## config.mk

```make
export PLATFORM = sky130hd
export DESIGN_NAME = apb3_cmd_requester
export DESIGN_NICKNAME = d
export VERILOG_FILES = /design/src/rtl/apb3_req_pkg.sv /design/src/rtl/apb3_req_timer.sv /design/src/rtl/apb3_cmd_requester.sv
export SDC_FILE = /design/constraint.sdc
export NUM_CORES = 1
export LEC_CHECK = 0
export CAP_MARGIN = 20
export CORE_MARGIN = 5
export CORE_UTILIZATION = 47
export DETAILED_ROUTE_END_ITERATION = 16
export GPL_ROUTABILITY_DRIVEN = 0
export PLACE_DENSITY_LB_ADDON = 0.3
export SYNTH_ARGS = -nofsm -noshare
export SYNTH_HDL_FRONTEND = slang
export SYNTH_HIERARCHICAL = 1
export SYNTH_SLANG_ARGS = --single-unit
```

## constraint.sdc

```tcl
create_clock -name CLK -period 6.02 [get_ports CLK]
set_input_delay 0.903 -clock CLK [delete_from_list [all_inputs] [get_ports CLK]]
set_output_delay 0.903 -clock CLK [all_outputs]
set_load 0.02 [all_outputs]
```

## src/rtl/apb3_req_pkg.sv

```systemverilog
// Shared types for the APB3 command requester: transfer FSM states and the
// response record handed back on the response channel.
package apb3_req_pkg;

  localparam int unsigned CountWidth = 16;
  // Widest data bus the response record can carry; narrower buses zero-extend.
  localparam int unsigned RspDataMax = 64;

  typedef enum logic [1:0] {
    IDLE   = 2'd0,
    SETUP  = 2'd1,
    ACCESS = 2'd2,
    RESP   = 2'd3
  } req_state_e;

  typedef struct packed {
    logic [RspDataMax-1:0] rdata;
    logic                  err;
    logic                  timeout;
  } rsp_t;

  function automatic rsp_t make_rsp(input logic [RspDataMax-1:0] rdata,
                                    input logic err,
                                    input logic timeout);
    rsp_t r;
    r.rdata   = rdata;
    r.err     = err;
    r.timeout = timeout;
    return r;
  endfunction

endpackage

```

## src/rtl/apb3_req_timer.sv

```systemverilog
// ACCESS-phase watchdog: counts ACCESS cycles; expired is high during the
// TimeoutCycles-th ACCESS cycle of the current transfer.
module apb3_req_timer
  import apb3_req_pkg::*;
#(
  parameter int unsigned TimeoutCycles = 256
) (
  input  logic CLK,
  input  logic RSTN,
  input  logic clear,
  input  logic enable,
  output logic expired
);

  localparam logic [CountWidth-1:0] LastCount = CountWidth'(TimeoutCycles - 32'd1);

  logic [CountWidth-1:0] count_r;

  // Cycle counter, saturating at the last allowed ACCESS cycle.
  always_ff @(posedge CLK or negedge RSTN) begin
    if (!RSTN) begin
      count_r <= {CountWidth{1'b0}};
    end else if (clear) begin
      count_r <= {CountWidth{1'b0}};
    end else if (enable && (count_r != LastCount)) begin
      count_r <= count_r + CountWidth'(1);
    end else begin
      count_r <= count_r;
    end
  end

  assign expired = (count_r == LastCount);

endmodule

```

## src/rtl/apb3_cmd_requester.sv

```systemverilog
// Single-outstanding APB3 requester: accepts one command, runs the
// SETUP/ACCESS phases with a wait-state watchdog, and returns one response.
module apb3_cmd_requester
  import apb3_req_pkg::*;
#(
  parameter int unsigned AddrWidth     = 32,
  parameter int unsigned DataWidth     = 32,
  parameter int unsigned TimeoutCycles = 256
) (
  input  logic                 CLK,
  input  logic                 RSTN,
  input  logic                 cmd_valid_i,
  output logic                 cmd_ready_o,
  input  logic [AddrWidth-1:0] cmd_addr_i,
  input  logic                 cmd_write_i,
  input  logic [DataWidth-1:0] cmd_wdata_i,
  output logic                 rsp_valid_o,
  input  logic                 rsp_ready_i,
  output logic [DataWidth-1:0] rsp_rdata_o,
  output logic                 rsp_err_o,
  output logic                 rsp_timeout_o,
  output logic [AddrWidth-1:0] PADDR,
  output logic [DataWidth-1:0] PWDATA,
  output logic                 PWRITE,
  output logic                 PSEL,
  output logic                 PENABLE,
  input  logic [DataWidth-1:0] PRDATA,
  input  logic                 PREADY,
  input  logic                 PSLVERR
);

  req_state_e            state_r;
  logic                  cmd_ready_r;
  logic                  psel_r;
  logic                  penable_r;
  logic                  pwrite_r;
  logic [AddrWidth-1:0]  paddr_r;
  logic [DataWidth-1:0]  pwdata_r;
  logic                  rsp_valid_r;
  rsp_t                  rsp_r;

  logic                  handshake_s;
  logic                  timer_enable_s;
  logic                  timer_expired_s;
  logic [RspDataMax-1:0] prdata_ext_s;
  logic                  unused_rdata_s;

  assign handshake_s    = (state_r == IDLE) && cmd_valid_i && cmd_ready_r;
  assign timer_enable_s = (state_r == ACCESS);
  assign prdata_ext_s   = RspDataMax'(PRDATA);

  apb3_req_timer #(
    .TimeoutCycles (TimeoutCycles)
  ) u_timer (
    .CLK     (CLK),
    .RSTN    (RSTN),
    .clear   (handshake_s),
    .enable  (timer_enable_s),
    .expired (timer_expired_s)
  );

  // Transfer FSM with all bus and response outputs registered.
  always_ff @(posedge CLK or negedge RSTN) begin
    if (!RSTN) begin
      state_r     <= IDLE;
      cmd_ready_r <= 1'b0;
      psel_r      <= 1'b0;
      penable_r   <= 1'b0;
      pwrite_r    <= 1'b0;
      paddr_r     <= {AddrWidth{1'b0}};
      pwdata_r    <= {DataWidth{1'b0}};
      rsp_valid_r <= 1'b0;
      rsp_r       <= make_rsp({RspDataMax{1'b0}}, 1'b0, 1'b0);
    end else begin
      case (state_r)
        IDLE: begin
          if (handshake_s) begin
            paddr_r     <= cmd_addr_i;
            pwrite_r    <= cmd_write_i;
            pwdata_r    <= cmd_write_i ? cmd_wdata_i : {DataWidth{1'b0}};
            psel_r      <= 1'b1;
            penable_r   <= 1'b0;
            cmd_ready_r <= 1'b0;
            state_r     <= SETUP;
          end else begin
            // Also raises ready on the first cycle after reset release.
            cmd_ready_r <= 1'b1;
          end
        end
        SETUP: begin
          penable_r <= 1'b1;
          state_r   <= ACCESS;
        end
        ACCESS: begin
          if (PREADY) begin
            psel_r      <= 1'b0;
            penable_r   <= 1'b0;
            rsp_valid_r <= 1'b1;
            rsp_r       <= make_rsp(pwrite_r ? {RspDataMax{1'b0}} : prdata_ext_s,
                                    PSLVERR, 1'b0);
            state_r     <= RESP;
          end else if (timer_expired_s) begin
            psel_r      <= 1'b0;
            penable_r   <= 1'b0;
            rsp_valid_r <= 1'b1;
            rsp_r       <= make_rsp({RspDataMax{1'b0}}, 1'b1, 1'b1);
            state_r     <= RESP;
          end else begin
            state_r <= ACCESS;
          end
        end
        RESP: begin
          if (rsp_ready_i) begin
            rsp_valid_r <= 1'b0;
            cmd_ready_r <= 1'b1;
            state_r     <= IDLE;
          end else begin
            state_r <= RESP;
          end
        end
        default: begin
          psel_r      <= 1'b0;
          penable_r   <= 1'b0;
          rsp_valid_r <= 1'b0;
          cmd_ready_r <= 1'b0;
          state_r     <= IDLE;
        end
      endcase
    end
  end

  assign unused_rdata_s = ^rsp_r.rdata;

  assign cmd_ready_o   = cmd_ready_r;
  assign PSEL          = psel_r;
  assign PENABLE       = penable_r;
  assign PWRITE        = pwrite_r;
  assign PADDR         = paddr_r;
  assign PWDATA        = pwdata_r;
  assign rsp_valid_o   = rsp_valid_r;
  assign rsp_rdata_o   = rsp_r.rdata[DataWidth-1:0];
  assign rsp_err_o     = rsp_r.err;
  assign rsp_timeout_o = rsp_r.timeout;

endmodule

```

==> results.txt, run 1 <==
Outcome: complete, no violations
Number of diodes: 0
Setup Viol. Count Final: 0
Core Rows: 39
Setup bufs post-CTS: 0
Clock buffer count from CTS: 17
Seq cells post-synth: 121
Post-Synth XOR/XNOR Area: 0.6556%
Internal power: 0.002914 W
Post-synthesis mux area share: 15.66%
Top delay family on crit path: simple AND/OR/NAND/NOR gates
H-Tree Depth: 4
Hold-fix buffer count after cts: 0
Fill cells: 793
Min Tclk post-route: 2.829 ns
Seq pwr share: 32.5%
Gate count after technology mapping: 472
Switching power: 0.001566 W
Sequential Area: 3028 um2
Drt total wl: 13.92 mm
Worst slew pin tran: 1.104 ns
First-pass DRT Iterations: 4
Vias after detailed routing: 4,102
Largest net degree at the start of global routing: 98
Main combinational cell family by area after synthesis: multiplexers
Leakage dissipation: 3.623 nW
Die W: 116.6 um
Yosys cell types: 48
Routed Antenna Nets: 0
Hold Startpoint: PSEL
Worst min-delay path class: reg -> reg
Synth Area in Compound Gates: 5.970%
Worst-path clk slew: 0.05 ns
Syn_area_per_cell: 11.32 um2
Peak supply drop: 0.4023 mV
Switching share of total power: 34.96%
Vias in the first global route: 4,417
Critical path peak fanout: 34
Global-route wire length before repair: 22.03 mm
CTS resizes: 0
Syn nets: 576
Dpl hpwl: 10.00 mm
CTS tree: built
Clk sinks: 121
Required @ worst endpoint: 6.33 ns
Multi-input logic area: 1961 um2
Slew margin rel.: 26.41%
Adder-cell share of the synthesized area: 0.2341%
Worst Hold Depth: 1
Area of the mapped netlist: 5344 um2
Post-Layout Cell Count: 829
Initial Utilization: 47.41%
CTS Buffer Depth: 2
Layout cells sized above 1: 11.81%
Worst Path Buf+Inv: 0
CP endpoint kind: register
Grt ovf: 0
Sequential area share after synthesis: 56.66%
1st-iter DRT viols: 215
Reg2Reg Launch Point: u_timer/count_r[8]
Initial antenna violation count: 0
Top Ports: 206
Fmax: 353.4 MHz
Die Height: 116.6 um
Logic pwr share: 42.7%
Fin. Hold Viols: 0
Number of instances in the placed design: 796
Worst hold slack: 0.4727 ns
RSZ-0062 raised after global routing: no
Pins over their slew limit: 0
PD cells: 555.7 nW/um2
Slowest stage cell, crit path: o21a_2
Critical path class: reg -> reg
Wire per inst: 16.79 um
YS warnings: 6
R2r setup slk: 3.19 ns
CP max stage delay: 0.89 ns
Clock skew: 0.008185 ns
RR Endpoint: rsp_rdata_o[30]
Core Area: 11,270 um2
Crit share post-route: 47.00%
MaxCap Viol Count: 0
CP Launch Type: register
Worst hold path endpoint: PSEL
Buffers on Ports: 205
DR vias/cell: 4.948
CP Cell Sequence: or4_1, and4bb_1, o21a_2, mux2i_1
Clock power share: 24.9%
Final Net Count: 777
Post-synth EDFFs: 0
Area grow syn2layout: 50.85%
Tot GR Track Use: 21.01%
Data arrival, critical path: 3.14 ns
Clk root buf: clkbuf_16
Setup TNS: 0 ns
DIE AREA: 13,600 um2
Worst reg2reg path depth: 4
Fraction of registers with async set/reset: 100.0%
Synth Area in Simple Gates: 13.79%
Crit. path cell count: 4
DR DRC count: 0
Clk_lat worst skew: 0.40 ns
Dominant synthesized flop cell: dfrtp_1
-- state kept, by name, summed over array words and instances (netlist names), 2 cells and up --
name	flops
rsp_rdata_o	32
u_timer/count_r	16
state_r	2
PADDR	32
PWDATA	32
-- synth_stat cells, types with 2 or more instances --
library cell  number  area, um2
o31ai_1            2      15.01
a21oi_1           14      70.07
nand2_1          105      394.1
inv_1             35      131.4
xor2_1             2      17.52
nand3_1            5      25.02
nor2_1             9      33.78
and4_1             2      17.52
dfrtp_1          121       3028
mux2i_1           33      330.3
nor2b_1            4      25.02
buf_6              7      78.83
buf_2              6      30.03
nand4_1            5      31.28
nor4_1             2      12.51
o21ai_1            2      10.01
clkbuf_1           5      18.77
buf_4              2      15.01
clkbuf_2           2      10.01
nand2b_1           2      12.51
mux2_4            33      495.5
buf_12             3      60.06
or4_1              4      30.03
o21ai_0           37      185.2
xnor2_1            2      17.52
nor3_1             2      10.01
or3_1              5      31.28
-- cells by family after synthesis --
logic type,count (synthesis)
and+or+nand+nor,156
xor gates and xnor gates,4
buffers and inverters,63
AOI/OAI and AO/OA,60
DFF,121
adders and majority gates,1
muxes,67
-- layout by cell type, fill, tap and decap left out, types with 9 or more instances in the layout --
master | netlist | layout
clkdlybuf4s50_1 | 0 | 204
dfrtp_1 | 121 | 121
nand2_1 | 105 | 105
o21ai_0 | 37 | 37
inv_1 | 35 | 35
mux2_4 | 33 | 33
mux2i_1 | 33 | 33
clkbuf_16 | 0 | 17
a21oi_1 | 14 | 14
nor2_1 | 9 | 9
-- final cells by class --
type | count | share of cell area (%)
Timing Repair Buffer | 209 | 26.14
Multi-Input combinational cell | 288 | 24.32
Inverter | 36 | 1.676
Clock buffer | 20 | 5.665
Sequential cell | 121 | 37.56
Clock inverter | 12 | 2.421
Tap cell | 143 | 2.219
-- power groups by stage --
| stage | Sequential (W) | Combinational [W] | Clock, W |
|---|---|---|---|
| finish | 0.00145 | 0.00191 | 0.00111 |
| floorplan | 0.00179 | 0.000696 | 0 |
| CTS | 0.00145 | 0.00194 | 0.00113 |
| global placement | 0.00145 | 0.00186 | 0 |
| global route | 0.00151 | 0.00204 | 0.00118 |
| detailed placement | 0.00145 | 0.00193 | 0 |
-- stage by stage --
stage	setup slack, ns	util [%]	total power, W	area, um2
2_1_floorplan	4.004	-	0.002491	5344
3_3_place_gp	3.198	65.36	0.003310	7367
3_5_place_dp	3.164	65.49	0.003382	7382
4_1_cts	3.187	71.27	0.004521	8034
5_1_grt	3.048	71.52	0.004731	8061
6_report	3.191	71.52	0.004480	8061
-- layer usage --
| layer | wire length, um | part of all wire, % | track usage (%) | vias up |
|---|---|---|---|---|
| li1 | - | - | - | 1962 |
| met5 | 0 | 0 | 0 | - |
| met2 | 6635 | 48 | 33.60 | 174 |
| met3 | 1451 | 10 | 8.964 | 21 |
| met4 | 300 | 2.2 | 8.563 | 0 |
| met1 | 5527 | 40 | 25.12 | 1945 |
-- worst max path at each step --
stage          slack, ns               to                start
3_3_place_gp        3.20  rsp_rdata_o[29]               PREADY
6_report            3.19  rsp_rdata_o[30]   u_timer/count_r[8]
2_1_floorplan       4.00  rsp_rdata_o[10]  u_timer/count_r[10]
3_5_place_dp        3.16        PADDR[28]          cmd_valid_i
5_1_grt             3.05  rsp_rdata_o[24]   u_timer/count_r[8]
4_1_cts             3.19  rsp_rdata_o[23]  u_timer/count_r[10]
Power figures use the tool's default switching activity.
==> run 2, diff against run 1 <==
- CORE_UTILIZATION: 47 -> 40
- clock period: 6.02 -> 2.4 ns (I/O delays scaled with it)
==> run 2 against run 1 <==
  * Register-to-register slack got worse by 2.8 ns
  * Clock power increased by 120%
  * Global-route usage decreased by 3.3 points
  * Final cell count increased by 4.7%
  * Die area increased by 16%
  * Non-clock buffer count increased by 8
  * Critical path type unchanged
  * Sequential cell count unchanged
  * Clock skew decreased by 0.0012 ns
  * Maximum frequency increased by 38%
  * Via count decreased by 0.61%
  * Critical endpoint is now rsp_rdata_o[23]
  * Sequential power increased by 150%
  * First-iteration DRC count decreased by 16%
==> results.txt, run 2 (synthesis gave the netlist of run 1 again) <==
Crit share post-route: 85.35%
First-pass DRT Iterations: 4
DR DRC count: 0
Clk_lat worst skew: 0.41 ns
Peak supply drop: 0.6322 mV
Slew margin rel.: 69.95%
Fin. Hold Viols: 0
Global-route wire length before repair: 22.16 mm
RR Endpoint: rsp_rdata_o[23]
Wire per inst: 15.76 um
CP Cell Sequence: or4_1, and4bb_1, o21a_2, buf_4, mux2i_1
Die Height: 125.6 um
Fill cells: 1,029
Reg2Reg Launch Point: u_timer/count_r[10]
Final Net Count: 785
Drt total wl: 13.68 mm
Worst hold slack: 0.4318 ns
Setup TNS: 0 ns
Required @ worst endpoint: 2.73 ns
Slowest stage cell, crit path: or4_1
Clk root buf: clkbuf_16
Layout cells sized above 1: 12.28%
Critical path class: reg -> reg
Vias in the first global route: 4,355
CP Launch Type: register
Core Rows: 42
DR vias/cell: 4.697
CP endpoint kind: register
Leakage dissipation: 3.628 nW
Pins over their slew limit: 0
Die W: 125.6 um
Clock buffer count from CTS: 17
Clk sinks: 121
Worst Path Buf+Inv: 1
Setup bufs post-CTS: 0
Largest net degree at the start of global routing: 65
Clock skew: 0.006957 ns
DIE AREA: 15,770 um2
CP max stage delay: 0.55 ns
1st-iter DRT viols: 181
Min Tclk post-route: 2.048 ns
Routed Antenna Nets: 0
Grt ovf: 0
Critical path peak fanout: 19
R2r setup slk: 0.35 ns
CTS tree: built
Dpl hpwl: 9.923 mm
CTS Buffer Depth: 2
Area grow syn2layout: 51.51%
Tot GR Track Use: 17.72%
Buffers on Ports: 205
Initial Utilization: 40.51%
Number of diodes: 0
Top delay family on crit path: simple AND/OR/NAND/NOR gates
Initial antenna violation count: 0
H-Tree Depth: 4
Vias after detailed routing: 4,077
Worst min-delay path class: in -> async
Worst slew pin tran: 0.4507 ns
PD cells: 1339 nW/um2
Worst reg2reg path depth: 5
Data arrival, critical path: 2.38 ns
Most common cell after layout, fill and taps aside: clkdlybuf4s50_1
Worst-path clk slew: 0.05 ns
Core Area: 13,190 um2
Outcome: complete, no violations
Fmax: 488.2 MHz
MaxCap Viol Count: 0
Most frequent cells in the layout: clkdlybuf4s50_1 (204), dfrtp_1 (121), nand2_1 (105)
RSZ-0062 raised after global routing: no
Top Ports: 206
Setup Viol. Count Final: 0
run 2: cell count changes in the layout (fill, tap and decap cells not counted), sizes merged:
cell         previous run  this run
buf                     5        12
bufinv                  5         2
clkbuf                 20        21
clkinvlp                1         2
dlygate4sd3             0         1
inv                    37        36
run 2: how the worst max path moves through the flow:
stage	from	slack, ns	cells past startpoint	to
after floorplan	u_timer/count_r[10]	0.38	7	rsp_rdata_o[10]
after global placement	u_timer/count_r[10]	0.41	5	rsp_rdata_o[17]
after CTS	u_timer/count_r[10]	0.33	5	rsp_rdata_o[23]
after global routing	u_timer/count_r[10]	0.27	5	rsp_rdata_o[28]
after detailed placement	u_timer/count_r[10]	0.34	5	rsp_rdata_o[23]
final	u_timer/count_r[10]	0.35	5	rsp_rdata_o[23]
run 2: metrics by stage:
step / cells / setup WS, ns / total power (W) / util (%) / area, um2
2_1_floorplan: 472 / 0.3841 / 0.006247 / - / 5344
3_3_place_gp: 837 / 0.4128 / 0.008347 / 57.06 / 7526
3_5_place_dp: 837 / 0.3430 / 0.008463 / 57.06 / 7526
4_1_cts: 868 / 0.3290 / 0.01097 / 61.38 / 8097
5_1_grt: 868 / 0.2736 / 0.01147 / 61.38 / 8097
6_report: 868 / 0.3516 / 0.01085 / 61.38 / 8097
run 2: metal layers:
| layer | up-vias | share of wire [%] | GRT usage [%] |
|---|---|---|---|
| met3 | 20 | 11 | 9.595 |
| met4 | 0 | 1.8 | 6.952 |
| li1 | 1975 | - | - |
| met5 | - | 0 | 0 |
| met1 | 1927 | 40 | 20.15 |
| met2 | 155 | 47 | 28.04 |
run 2: final cells by class:
class | count | area (um2) | area share [%]
Multi-Input combinational cell | 288 | 1961 | 24.22
Sequential cell | 121 | 3028 | 37.40
Clock buffer | 21 | 460.4 | 5.687
Clock inverter | 9 | 100.1 | 1.236
Timing Repair Buffer | 217 | 2192 | 27.07
Tap cell | 176 | 220.2 | 2.720
Inverter | 36 | 135.1 | 1.669
run 2: where the power goes:
group          leakage [nW]  internal (W)  switching [W]  total, W
sequential             1.54       0.00297       0.000645   0.00362
clock                 0.274       0.00156       0.000875   0.00243
combinational          1.81       0.00247        0.00232   0.00480
total                  3.63       0.00700        0.00384    0.0108
run 2: worst reg2reg max path: stages (launching register included):
cell      delay [ns]
dfrtp_1         0.41
or4_1           0.56
and4bb_1        0.31
o21a_2          0.13
buf_4           0.31
mux2i_1         0.25
run 2: what timing repair did:
item                                   CTS  global route
hold buffers                             1             0
gates resized for setup                  0             0
endpoints found under the hold margin   29             0
==> run 3, diff against run 2 <==
- CORE_UTILIZATION: 40 -> 44
- clock period: 2.4 -> 1.9 ns (I/O delays scaled with it)
==> run 3 against run 2 <==
  * Critical endpoint is now rsp_rdata_o[13]
  * Hold slack is essentially flat
  * Critical path depth is the same
  * Largest cell class unchanged
  * Wire length grew 2.5%
==> results.txt, run 3 (synthesis gave the netlist of run 1 again) <==
Wire per inst: 16.35 um
Worst hold path endpoint: PWDATA[10]
Outcome: complete, no violations
First-pass DRT Iterations: 5
Slew margin rel.: 56.74%
Fmax: 527.2 MHz
Data arrival, critical path: 2.21 ns
Core Rows: 40
Worst-path clk slew: 0.06 ns
Reg2Reg Launch Point: u_timer/count_r[14]
Clk root buf: clkbuf_16
Global-route wire length before repair: 23.16 mm
CP Launch Type: register
Most common cell after layout, fill and taps aside: clkdlybuf4s50_1
Top Ports: 206
Hold Startpoint: cmd_wdata_i[10]
Buffers on Ports: 205
CTS tree: built
Die Height: 120.2 um
Initial Utilization: 44.68%
Worst Hold Depth: 3
Tot GR Track Use: 20.23%
Largest net degree at the start of global routing: 59
Leakage dissipation: 3.762 nW
Worst setup margin: 0.003037 ns
Post-DP Area: 7652 um2
Required @ worst endpoint: 2.22 ns
Dpl hpwl: 10.04 mm
Initial antenna violation count: 0
Die W: 120.2 um
1st-iter DRT viols: 194
Area grow syn2layout: 56.03%
Clk sinks: 121
Vias after detailed routing: 4,190
Fin. Hold Viols: 0
PD cells: 1719 nW/um2
CP endpoint kind: register
Min Tclk post-route: 1.897 ns
Core Area: 11,960 um2
R2r setup slk: 0.003 ns
Worst hold slack: 0.4315 ns
Setup Viol. Count Final: 0
Clock buffer count from CTS: 17
Final Net Count: 802
Critical path peak fanout: 15
CTS Buffer Depth: 2
RSZ-0062 raised after global routing: yes
Vias in the first global route: 4,455
DR vias/cell: 4.883
Setup TNS: 0 ns
Number of diodes: 0
Routed Antenna Nets: 0
Design Area, Final: 8338 um2
Worst min-delay path class: in -> reg
DR DRC count: 0
Drt total wl: 14.03 mm
Layout cells sized above 1: 15.47%
Worst reg2reg path depth: 5
Clock skew: 0.009923 ns
Worst slew pin tran: 0.6489 ns
MaxCap Viol Count: 0
Critical path class: reg -> reg
Pins over their slew limit: 0
Clk_lat worst skew: 0.40 ns
Power Total: 0.01433 W
RR Endpoint: rsp_rdata_o[13]
DIE AREA: 14,450 um2
Crit share post-route: 99.84%
Pre-CTS setup slack: -0.007765 ns
Peak supply drop: 0.9655 mV
Most frequent cells in the layout: clkdlybuf4s50_1 (204), dfrtp_1 (121), nand2_1 (105)
Grt ovf: 0
H-Tree Depth: 4
## run 3: cell count changes in the layout (fill, tap and decap cells not counted), sizes merged
| cell | before | now |
|---|---|---|
| buf | 12 | 28 |
| bufinv | 2 | 3 |
| clkbuf | 21 | 22 |
| clkinvlp | 2 | 3 |
## run 3: final cells by class
type	count	area [um2]
clock buffers	21	470.5
clock inverters	11	145.1
fillers	848	3623
inverters	36	135.1
multi-input cells	288	1988
flip-flops and latches	121	3028
well taps	147	183.9
repair buffers	234	2387
## run 3: layer usage
layer | wire, um | up-vias | GRT usage [%]
li1 | - | 2014 | -
met5 | 0 | - | 0
met2 | 6710 | 169 | 32.38
met1 | 5782 | 1993 | 24.79
met3 | 1320 | 14 | 8.372
met4 | 212 | 0 | 6.943
## run 3: worst max-delay path: stages, from the launching register on
cell,delay (ns)
dfrtp_1,0.37
or4_4,0.54
and4bb_1,0.32
o21a_4,0.19
buf_12,0.17
mux2i_2,0.21
## run 3: how the worst max path moves through the flow
stage                                   start            endpoint  slack [ns]  depth (start not counted)
after global routing      u_timer/count_r[15]     rsp_rdata_o[20]       -0.06                          5
after detailed placement   u_timer/count_r[0]  u_timer/count_r[3]      -0.008                          6
after global placement     u_timer/count_r[0]  u_timer/count_r[3]        0.03                          6
after CTS                  u_timer/count_r[0]  u_timer/count_r[3]      -0.003                          6
after floorplan           u_timer/count_r[10]     rsp_rdata_o[10]       -0.09                          7
final                     u_timer/count_r[14]     rsp_rdata_o[13]       0.003                          5
## run 3: what timing repair did
item                       in CTS  in global routing
setup endpoints to repair       4                 36
buffers inserted                0                  1
hold buffers                    1                  0
hold endpoints to repair       43                  0
pin swaps                       2                  1
cloned                          0                  1
resized for setup               2                  6
## run 3: stage by stage
stage	utilization (%)	instances
after floorplan	-	472
after global placement	63.97	823
after detailed placement	63.97	823
after CTS	69.27	856
after global routing	69.71	858
final	69.71	858
## run 3: where the power goes
group          switching [W]  internal, W  total [W]
combinational        0.00311      0.00342    0.00653
sequential          0.000769      0.00375    0.00452
clock                0.00112      0.00216    0.00328
